File: config.mk
export PLATFORM = sky130hd
export DESIGN_NAME = csa_adder_pipe
export DESIGN_NICKNAME = d
export VERILOG_FILES = /design/src/rtl/csa_adder_pipe.sv
export SDC_FILE = /design/constraint.sdc
export NUM_CORES = 1
export LEC_CHECK = 0
export BUFFER_PORTS_ARGS = -buffer_cell sky130_fd_sc_hd__buf_2
export CORE_MARGIN = 2
export CORE_UTILIZATION = 43
export CTS_BUF_LIST = sky130_fd_sc_hd__clkbuf_16
export DETAILED_ROUTE_END_ITERATION = 10
export HOLD_SLACK_MARGIN = 0.06
export PLACE_DENSITY = 0.71
export SYNTH_ARGS = -nofsm -noshare
export SYNTH_HDL_FRONTEND = slang
export SYNTH_SLANG_ARGS = --single-unit
File: constraint.sdc
create_clock -name clk -period 2.4 [get_ports clk]
set_input_delay 0.24 -clock clk [delete_from_list [all_inputs] [get_ports clk]]
set_output_delay 0.24 -clock clk [all_outputs]
set_load 0.02 [all_outputs]
File: src/rtl/csa_adder_pipe.sv
// Two-stage pipelined carry-select adder/subtractor with valid/ready flow control.
// Ports: clk, rst_n | in_valid/in_ready, a, b, sub, cin | out_valid/out_ready, sum, c_out, overflow, zero.
// WIDTH must be a multiple of BLOCK, with at least two blocks.
module csa_adder_pipe #(
    parameter int WIDTH = 32,
    parameter int BLOCK = 8
) (
    input  logic             clk,
    input  logic             rst_n,
    input  logic             in_valid,
    output logic             in_ready,
    input  logic [WIDTH-1:0] a,
    input  logic [WIDTH-1:0] b,
    input  logic             sub,
    input  logic             cin,
    output logic             out_valid,
    input  logic             out_ready,
    output logic [WIDTH-1:0] sum,
    output logic             c_out,
    output logic             overflow,
    output logic             zero
);

    localparam int NB = WIDTH / BLOCK;

    logic             s1_valid_q, s1_valid_d;
    logic             s2_valid_q, s2_valid_d;
    // Block 0 of s1_sum0 is final; upper blocks hold the cin=0 candidate.
    logic [WIDTH-1:0]     s1_sum0_q, s1_sum0_d;
    logic [WIDTH-1:BLOCK] s1_sum1_q, s1_sum1_d;
    // Bit 0 of s1_cy0 is the real carry out of block 0.
    logic [NB-1:0]    s1_cy0_q, s1_cy0_d;
    logic [NB-1:1]    s1_cy1_q, s1_cy1_d;
    logic             s1_amsb_q, s1_amsb_d;
    logic             s1_bmsb_q, s1_bmsb_d;
    logic [WIDTH-1:0] s2_sum_q, s2_sum_d;
    logic             s2_cout_q, s2_cout_d;
    logic             s2_ovf_q, s2_ovf_d;
    logic             s2_zero_q, s2_zero_d;

    logic [WIDTH-1:0] bb;
    logic             c0;
    logic             s2_adv;
    logic             accept;
    logic             advance;
    logic [BLOCK:0]   blk0;
    logic [BLOCK:0]   blk1;
    logic [WIDTH-1:0] res;
    logic             k;

    always_comb begin
        bb      = sub ? ~b : b;
        c0      = sub | cin;
        s2_adv  = out_ready | ~s2_valid_q;
        in_ready = ~s1_valid_q | s2_adv;
        accept  = in_valid & in_ready;
        advance = s1_valid_q & s2_adv;
    end

    // Stage 1: per-block candidate sums for both possible carry-ins.
    always_comb begin
        s1_sum0_d = s1_sum0_q;
        s1_sum1_d = s1_sum1_q;
        s1_cy0_d  = s1_cy0_q;
        s1_cy1_d  = s1_cy1_q;
        s1_amsb_d = s1_amsb_q;
        s1_bmsb_d = s1_bmsb_q;
        blk0      = '0;
        blk1      = '0;
        if (accept) begin
            blk0 = {1'b0, a[BLOCK-1:0]} + {1'b0, bb[BLOCK-1:0]}
                 + {{BLOCK{1'b0}}, c0};
            s1_sum0_d[BLOCK-1:0] = blk0[BLOCK-1:0];
            s1_cy0_d[0]          = blk0[BLOCK];
            for (int i = 1; i < NB; i++) begin
                blk0 = {1'b0, a[i*BLOCK +: BLOCK]}
                     + {1'b0, bb[i*BLOCK +: BLOCK]};
                blk1 = blk0 + {{BLOCK{1'b0}}, 1'b1};
                s1_sum0_d[i*BLOCK +: BLOCK] = blk0[BLOCK-1:0];
                s1_sum1_d[i*BLOCK +: BLOCK] = blk1[BLOCK-1:0];
                s1_cy0_d[i] = blk0[BLOCK];
                s1_cy1_d[i] = blk1[BLOCK];
            end
            s1_amsb_d = a[WIDTH-1];
            s1_bmsb_d = bb[WIDTH-1];
        end
        s1_valid_d = accept ? 1'b1 : (s2_adv ? 1'b0 : s1_valid_q);
    end

    // Stage 2: ripple the block carries through the select muxes.
    always_comb begin
        k   = s1_cy0_q[0];
        res = s1_sum0_q;
        for (int i = 1; i < NB; i++) begin
            res[i*BLOCK +: BLOCK] = k ? s1_sum1_q[i*BLOCK +: BLOCK]
                                      : s1_sum0_q[i*BLOCK +: BLOCK];
            k = k ? s1_cy1_q[i] : s1_cy0_q[i];
        end
        s2_sum_d  = s2_sum_q;
        s2_cout_d = s2_cout_q;
        s2_ovf_d  = s2_ovf_q;
        s2_zero_d = s2_zero_q;
        if (advance) begin
            s2_sum_d  = res;
            s2_cout_d = k;
            s2_ovf_d  = (s1_amsb_q == s1_bmsb_q) &&
                        (res[WIDTH-1] != s1_amsb_q);
            s2_zero_d = ~|res;
        end
        s2_valid_d = s2_adv ? s1_valid_q : s2_valid_q;
    end

    always_ff @(posedge clk or negedge rst_n) begin
        if (!rst_n) begin
            s1_valid_q <= 1'b0;
            s2_valid_q <= 1'b0;
            s1_sum0_q  <= '0;
            s1_sum1_q  <= '0;
            s1_cy0_q   <= '0;
            s1_cy1_q   <= '0;
            s1_amsb_q  <= 1'b0;
            s1_bmsb_q  <= 1'b0;
            s2_sum_q   <= '0;
            s2_cout_q  <= 1'b0;
            s2_ovf_q   <= 1'b0;
            s2_zero_q  <= 1'b0;
        end else begin
            s1_valid_q <= s1_valid_d;
            s2_valid_q <= s2_valid_d;
            s1_sum0_q  <= s1_sum0_d;
            s1_sum1_q  <= s1_sum1_d;
            s1_cy0_q   <= s1_cy0_d;
            s1_cy1_q   <= s1_cy1_d;
            s1_amsb_q  <= s1_amsb_d;
            s1_bmsb_q  <= s1_bmsb_d;
            s2_sum_q   <= s2_sum_d;
            s2_cout_q  <= s2_cout_d;
            s2_ovf_q   <= s2_ovf_d;
            s2_zero_q  <= s2_zero_d;
        end
    end

    assign out_valid = s2_valid_q;
    assign sum       = s2_sum_q;
    assign c_out     = s2_cout_q;
    assign overflow  = s2_ovf_q;
    assign zero      = s2_zero_q;

endmodule

==> summary.txt, run 1 <==
Run status
  • Status: complete, no violations

Drt
  • Final ANT Viol Nets: 0
  • Final WL: 13550 µm
  • First DRT Iteration DRCs: 205
  • Via density: 5.055
  • Drt drc: 0
  • WL per Instance: 14.42 µm
  • Drt first pass iters: 4
  • Overall via count from detail_route: 4752

Power and ir drop
  • Psw: 2.484 mW
  • Comb power frac: 39.2%
  • Sw Share: 35.53%
  • Internal: 4.508 mW
  • P per Cell Area: 908.9 nW/µm²
  • Flop pwr share: 38.8%
  • Clk pwr share: 22.0%
  • Leak: 3.684 nW
  • Maximum vdd ir drop: 0.4265 mV

Yosys
  • Post-synthesis area per instance: 10.22 µm²
  • Yosys Warn Count: 0
  • Most used DFF post-synth: dfrtp_1
  • Post-Synthesis Cells: 586
  • Syn nets: 698
  • Yosys reg bits: 102
  • Synth Cell Area: 5988 µm²
  • Number of enable-type register cells in the synthesized netlist: 0
  • Register area share after synthesis: 42.62%
  • Post-synth ARST share: 100.0%
  • Synth cell types: 52

Worst hold path
  • Hold path endpoint: s1_valid_q
  • Hold Path Stages: 2
  • Hold WC Path Type: input port to flip-flop
  • Hold_sp: in_valid

Place
  • DP HPWL: 10570 µm
  • Inst Count DP: 919
  • IO Port Bufs: 106
  • Gp weighted congestion: 0.9143
  • DP Worst Slack: -0.3252 ns
  • Dpl cell area: 7293 µm²

Critical path
  • WP data arrival: 2.45 ns
  • FF-to-FF End: zero
  • Crit path launch type: input port
  • Register-to-register setup slack: 0.43 ns
  • Kind of critical path: input port to flip-flop
  • CP endpoint kind: flip-flop
  • Crit-path max FO: 7
  • Worst R2R Path Depth: 5
  • Critical Path RT: 2.60 ns
  • Reg-to-reg critical path startpoint: s1_cy0_q[0]

GRT
  • Initial antenna violation count: 2
  • Grt total ovfl: 0
  • First-pass GRT wire length: 22020 µm
  • Vias in the first global route: 4729
  • Pin count of the biggest net entering global routing: 106
  • All-layer global routing usage: 18.73%

STA
  • Final Hold Vio Count: 0
  • Worst slew margin: 60.32%
  • Tcrit/Tclk final: 93.75%
  • Final setup viols: 0
  • Final Critical Period: 2.250 ns
  • Final Worst Setup Slack: 0.1500 ns
  • Peak Freq: 0.4444 GHz
  • Worst slew pin tran: 0.5951 ns
  • Clock skew: 0.006827 ns
  • Hold WS: 0.1299 ns
  • Fin. max-slew vios: 0
  • Final TNS setup: 0 ns

Die
  • Die width: 122.0 µm
  • Core Area: 13720 µm²
  • # IOs: 107
  • Die span in y: 122.0 µm
  • Initial Util: 43.65%
  • # rows: 43
  • Die area: 14890 µm²

Finish
  • Commonest non-fill, non-tap cells in the layout: buf_2 (104), dfrtp_1 (102), nand2_1 (71)
  • Multi-input gate area: 3393 µm²
  • Most common cell after layout, fill and taps aside: buf_2
  • Filler cells: 1226
  • Non-Filler Instances: 940
  • Nets@finish: 864
  • Area grow syn2layout: 28.46%
  • Share of cells above drive strength 1: 33.95%
  • Storage element area: 2552 µm²
  • Final Cell Area: 7692 µm²

CTS
  • H-tree lvl count: 3
  • CTS Root Cell: clkbuf_16
  • Clock Latency Late Sink: 0.34 ns
  • TritonCTS clock tree: built
  • Sink Count: 102
  • Total CTS buffers: 9
  • CTS clk-pin slew, worst paths: 0.07 ns
  • Clk buf depth: 2

Job
  • Max Cap Violations: 0
power by group through the flow:
stage	Sequential, mW	Clock (mW)	Combinational, mW
6_report	2.71	1.54	2.74
3_5_place_dp	2.75	0	2.73
2_1_floorplan	2.93	0	1.45
3_3_place_gp	2.71	0	2.66
4_1_cts	2.72	1.56	2.74
5_1_grt	2.79	1.64	3.03
cell families after synthesis:
kind of cell | synth area share [%]
and+or+nand+nor | 11.74
AOI/OAI and AO/OA | 12.41
DFF | 42.62
xor gates and xnor gates | 10.68
muxes | 10.55
adders and majority gates | 9.402
buffers and inverters | 2.591
layer usage:
metal | part of all wire (%) | track usage (%) | wire length, µm | vias to the layer above
li1 | - | - | - | 2381
met4 | 2.3 | 6.825 | 308 | 0
met2 | 52 | 33.76 | 6993 | 83
met5 | 0 | 0 | 0 | -
met1 | 43 | 22.73 | 5884 | 2267
met3 | 2.7 | 2.622 | 367 | 21
worst max-delay path: stages:
cell,delay (ns)
buf_12,0.13
buf_12,0.13
buf_4,0.14
xor2_1,0.16
ha_1,0.28
o21ai_0,0.33
a31o_2,0.18
nor2b_1,0.20
xnor2_1,0.23
nand4b_1,0.16
xor2_1,0.18
o21ai_0,0.09
state kept, by name, summed over array words and instances, names as in the netlist:
name	cells
c_out	1
out_valid	1
overflow	1
s1_amsb_q	1
s1_bmsb_q	1
s1_cy0_q	4
s1_cy1_q	3
s1_sum0_q	32
s1_sum1_q	24
s1_valid_q	1
sum	32
zero	1
repair_timing:
action,4_1_cts,5_1_grt
endpoints found under the setup margin,0,14
gates resized for setup,0,14
buffers inserted,0,1
hold buffers,1,0
endpoints found under the hold margin,45,0
Yosys cell counts (4+ instances only):
cell	instances	area, µm²
nand3b_1	5	37.54
nor2_1	13	48.80
mux2_2	33	371.6
xnor2_1	26	227.7
a21o_1	5	37.54
o21ai_0	71	355.3
xor2_1	47	411.6
ha_1	37	462.9
buf_1	7	26.28
o31ai_1	4	30.03
nor3_1	8	40.04
clkbuf_1	16	60.06
nand2_1	73	274.0
nand3_1	9	45.04
inv_1	17	63.81
dfrtp_1	102	2552
fa_1	5	100.1
and3_1	7	43.79
nand2b_1	8	50.05
a21oi_1	14	70.07
o21bai_1	4	30.03
nor4_1	9	56.30
mux2i_1	26	260.3
how the worst max path moves through the flow:
stage / startpoint / end / slack (ns)
2_1_floorplan: sub / s1_cy1_q[2] / -0.14
3_3_place_gp: sub / s1_cy1_q[2] / -0.28
3_5_place_dp: sub / s1_cy1_q[2] / -0.33
4_1_cts: sub / s1_cy1_q[2] / 0.02
5_1_grt: sub / s1_sum1_q[15] / -0.03
6_report: sub / s1_cy1_q[1] / 0.15
area by class of cell:
class / instances / area share (%)
Multi-Input combinational cell: 443 / 44.11
Clock buffer: 9 / 2.928
Antenna cell: 3 / 0.09759
Tap cell: 180 / 2.928
Sequential cell: 102 / 33.18
Inverter: 17 / 0.8295
Clock inverter: 7 / 1.155
Timing Repair Buffer: 179 / 14.77
per-stage QoR:
stage	power, mW	util (%)
global placement	5.366	53.16
global route	7.456	56.05
finish	6.992	56.07
detailed placement	5.476	53.16
floorplan	4.381	-
CTS	7.013	55.52
(Power assumes the default switching activity.)
==> run 2: changes to the inputs <==
CORE_UTILIZATION = 37   (was 43)
PLACE_DENSITY = 0.64   (was 0.71)
==> summary.txt, run 2 (synthesized netlist as in run 1, its figures left out) <==
STA
  • Final setup viols: 0
  • Hold WS: 0.1155 ns
  • Tcrit/Tclk final: 96.46%
  • Worst slew pin tran: 0.5127 ns
  • Clock skew: 0.01142 ns
  • Final Hold Vio Count: 0
  • Fin. max-slew vios: 0
  • Final Critical Period: 2.315 ns
  • Final Worst Setup Slack: 0.08484 ns
  • Peak Freq: 0.4319 GHz
  • Worst slew margin: 65.82%

Finish
  • Area grow syn2layout: 28.60%
  • Final Util: 48.66%
  • Filler cells: 1485
  • Nets@finish: 861
  • Commonest non-fill, non-tap cells in the layout: buf_2 (104), dfrtp_1 (102), nand2_1 (71)
  • Storage element area: 2552 µm²
  • Share of cells above drive strength 1: 34.00%
  • Most common cell after layout, fill and taps aside: buf_2
  • Ant diodes: 0
  • Multi-input gate area: 3402 µm²
  • Final Cell Area: 7701 µm²

Drt
  • Drt drc: 0
  • Final WL: 13410 µm
  • WL per Instance: 13.84 µm
  • Overall via count from detail_route: 4690
  • First DRT Iteration DRCs: 230
  • Final ANT Viol Nets: 0
  • Drt first pass iters: 4
  • Via density: 4.840

Place
  • Gp weighted congestion: 0.8119
  • Dpl cell area: 7316 µm²
  • DP Worst Slack: -0.3490 ns
  • DP HPWL: 10560 µm
  • IO Port Bufs: 106

CTS
  • Sink Count: 102
  • Clock Latency Late Sink: 0.34 ns
  • TritonCTS clock tree: built
  • CTS Root Cell: clkbuf_16
  • CTS clk-pin slew, worst paths: 0.07 ns
  • Clk buf depth: 2
  • H-tree lvl count: 3
  • Total CTS buffers: 9

GRT
  • Initial antenna violation count: 0
  • All-layer global routing usage: 16.10%
  • Grt total ovfl: 0
  • Vias in the first global route: 4945
  • Pin count of the biggest net entering global routing: 106
  • First-pass GRT wire length: 23120 µm

Die
  • Die area: 17220 µm²
  • Die width: 131.2 µm
  • Die span in y: 131.2 µm
  • Core Area: 15830 µm²
  • # rows: 46
  • Initial Util: 37.83%
  • # IOs: 107

Worst hold path
  • Hold_sp: in_valid
  • Hold WC Path Type: input port to flip-flop

Power and ir drop
  • Final Total Pwr: 6.978 mW
  • Leak: 3.669 nW
  • P per Cell Area: 906.1 nW/µm²
  • Maximum vdd ir drop: 0.4283 mV

Critical path
  • Crit path launch type: input port
  • Origin of the worst setup path: sub
  • Critical Path RT: 2.63 ns
  • Crit-path max FO: 5
  • Reg-to-reg critical path startpoint: s1_cy0_q[0]
  • CP endpoint kind: flip-flop
  • WP data arrival: 2.54 ns
  • Kind of critical path: input port to flip-flop

Run status
  • Status: complete, no violations

Job
  • Max Cap Violations: 0
run 2: changes by cell type in the layout (fill, tap and decap cells not counted), sizes merged:
cell | before | now
diode | 3 | 0
inv | 19 | 18
clkinvlp | 1 | 0
buf | 178 | 175
clkinv | 2 | 3
run 2: worst max-delay path: stages:
cell and delay [ns]:
buf_4 0.16, buf_4 0.18, xor2_1 0.17, ha_1 0.25
a211oi_2 0.25, o21bai_2 0.15, a2111oi_4 0.40, o21ai_1 0.16
and2_1 0.19, xnor2_1 0.12, mux2_2 0.27
run 2: where the power goes:
group | total (mW) | internal [mW] | switching (mW)
registers | 2.70 | 2.30 | 0.395
clock network | 1.54 | 0.909 | 0.628
logic | 2.74 | 1.29 | 1.45
total | 6.98 | 4.50 | 2.48
run 2: final cells by class:
type / count / share of cell area, %
clock buffers: 9 / 2.924
clock inverters: 6 / 1.121
inverters: 17 / 0.8286
multi-input cells: 443 / 44.18
flip-flops and latches: 102 / 33.14
well taps: 216 / 3.509
repair buffers: 176 / 14.30
run 2: routing by layer:
layer / share of wire [%] / track usage [%]
met1: 45 / 19.92
met2: 50 / 28.74
met3: 3.3 / 2.971
met4: 1.5 / 4.529
met5: 0 / 0
run 2: path summary, 6_finish.rpt:
path                       depth (start not counted)  slack [ns]             to
min in group asynchronous                          2        0.38   s1_sum0_q[8]
max in group asynchronous                          3        1.38  s1_sum1_q[27]
min reg2reg                                        2        0.47        sum[18]
max reg2reg                                        6        0.42       overflow
min                                                2        0.12     s1_valid_q
max                                               11        0.08  s1_sum1_q[23]
run 2: repair_timing:
item	in CTS	in global routing
setup buffers	0	1
pin swaps	1	5
hold buffers	1	0
endpoints found under the hold margin	25	0
setup endpoints to repair	1	6
resized for setup	1	9
run 2: through the flow:
stage	std cells	TNS, ns
after detailed placement	952	-4.197
after global placement	952	-2.596
after floorplan	586	-0.4246
after CTS	968	0
after global routing	969	-0.1035
final	969	0
==> run 3: changes to the inputs <==
RECOVER_POWER = 25   (was unset)
==> summary.txt, run 3 (synthesized netlist as in run 1, its figures left out) <==
Run status
  • Status: finished with violations
  • Failing checks: capacitance limit, slew limit

Job
  • Max Cap Violations: 1

Power and ir drop
  • Maximum vdd ir drop: 0.4280 mV
  • Sw Share: 35.50%
  • Internal: 4.499 mW
  • Leak: 3.662 nW
  • Comb power frac: 39.3%
  • Flop pwr share: 38.7%
  • Final Total Pwr: 6.975 mW
  • Clk pwr share: 22.1%
  • Psw: 2.476 mW
  • P per Cell Area: 907.2 nW/µm²

Critical path
  • WP data arrival: 2.55 ns
  • CP endpoint kind: flip-flop
  • Crit-path max FO: 5
  • Crit path launch type: input port
  • Kind of critical path: input port to flip-flop
  • Critical Path RT: 2.63 ns
  • Worst R2R Path Depth: 5

CTS
  • Sink Count: 102
  • CTS Root Cell: clkbuf_16
  • Clock Latency Late Sink: 0.34 ns
  • Clk buf depth: 2
  • H-tree lvl count: 3
  • CTS clk-pin slew, worst paths: 0.07 ns
  • TritonCTS clock tree: built
  • Total CTS buffers: 9

Drt
  • First DRT Iteration DRCs: 230
  • Via density: 4.853
  • Overall via count from detail_route: 4703
  • Drt drc: 0
  • Final ANT Viol Nets: 0
  • Drt first pass iters: 4
  • WL per Instance: 13.81 µm
  • Final WL: 13380 µm

GRT
  • Initial antenna violation count: 0
  • Vias in the first global route: 4945
  • Grt total ovfl: 0
  • Pin count of the biggest net entering global routing: 106
  • First-pass GRT wire length: 23120 µm
  • All-layer global routing usage: 16.10%

Finish
  • Nets@finish: 861
  • Ant diodes: 0
  • Most common cell after layout, fill and taps aside: buf_2
  • Final Util: 48.58%
  • Area grow syn2layout: 28.40%
  • Final Cell Area: 7689 µm²
  • Commonest non-fill, non-tap cells in the layout: buf_2 (104), dfrtp_1 (102), nand2_1 (71)
  • Share of cells above drive strength 1: 33.86%

Die
  • Die width: 131.2 µm
  • Die span in y: 131.2 µm
  • Die area: 17220 µm²
  • # rows: 46
  • Initial Util: 37.83%
  • # IOs: 107
  • Core Area: 15830 µm²

STA
  • Final Hold Vio Count: 0
  • Final Critical Period: 2.318 ns
  • Final TNS setup: 0 ns
  • Clock skew: 0.01121 ns
  • Worst slew pin tran: 1.526 ns
  • Peak Freq: 0.4314 GHz
  • Final setup viols: 0
  • Tcrit/Tclk final: 96.58%
  • Worst slew margin: -1.724%
  • Fin. max-slew vios: 28

Place
  • Gp weighted congestion: 0.8119
  • IO Port Bufs: 106
  • Dpl cell area: 7316 µm²
  • DP HPWL: 10560 µm

Worst hold path
  • Hold Path Stages: 2
  • Hold WC Path Type: input port to flip-flop
run 3: changes by cell type in the layout (fill, tap and decap cells not counted):
| cell | before | now |
|---|---|---|
| buf_12 | 3 | 2 |
| buf_4 | 68 | 67 |
| buf_6 | 0 | 1 |
| clkbuf_1 | 0 | 1 |
run 3: critical path, stage by stage:
cell	delay, ns
buf_4	0.16
buf_4	0.18
xor2_1	0.17
ha_1	0.25
a211oi_2	0.25
o21bai_2	0.15
a2111oi_4	0.40
o21ai_1	0.16
and2_1	0.19
xnor2_1	0.12
mux2_2	0.27
run 3: power groups by stage:
stage,clock (mW),sequential [mW],combinational [mW]
after floorplan,0,2.93,1.45
after global routing,1.64,2.78,3.04
after detailed placement,0,2.74,2.73
after global placement,0,2.71,2.66
after CTS,1.58,2.71,2.75
final,1.54,2.70,2.74
run 3: layer usage:
layer | track usage (%) | routed length (µm)
met5 | 0 | 0
met2 | 28.74 | 6735
met4 | 4.529 | 204
met1 | 19.92 | 5994
met3 | 2.971 | 447
run 3: through the flow:
step / instances / setup slack [ns] / hold slack (ns)
2_1_floorplan: 586 / -0.1401 / -0.05559
3_3_place_gp: 952 / -0.2132 / 0.1782
3_5_place_dp: 952 / -0.3490 / 0.1890
4_1_cts: 968 / 0.04337 / 0.1055
5_1_grt: 969 / -0.05144 / 0.1239
6_report: 969 / 0.08217 / 0.1157
run 3: final cells by class:
type                    count  area, µm²
clock buffers               9      225.2
repair buffers            176       1089
flip-flops and latches    102       2552
fillers                  1484       8139
multi-input cells         443       3402
inverters                  17      63.81
clock inverters             6      86.33
well taps                 216      270.3
run 3: worst paths after layout:
kind | from | endpoint | slack [ns]
min in group asynchronous | rst_n | s1_sum0_q[8] | 0.82
hold / removal | in_valid | s1_valid_q | 0.12
setup / recovery | sub | s1_sum1_q[23] | 0.08
max in group asynchronous | rst_n | sum[26] | 0.43
hold reg to reg | sum[18] | sum[18] | 0.47
setup reg to reg | s1_cy0_q[0] | zero | 0.41
run 3: repair_timing:
action                     4_1_cts  5_1_grt
setup endpoints to repair        1        6
pin swaps                        1        5
hold buffers                     1        0
gates resized for setup          1        9
hold endpoints to repair        25        0
buffers inserted                 0        1
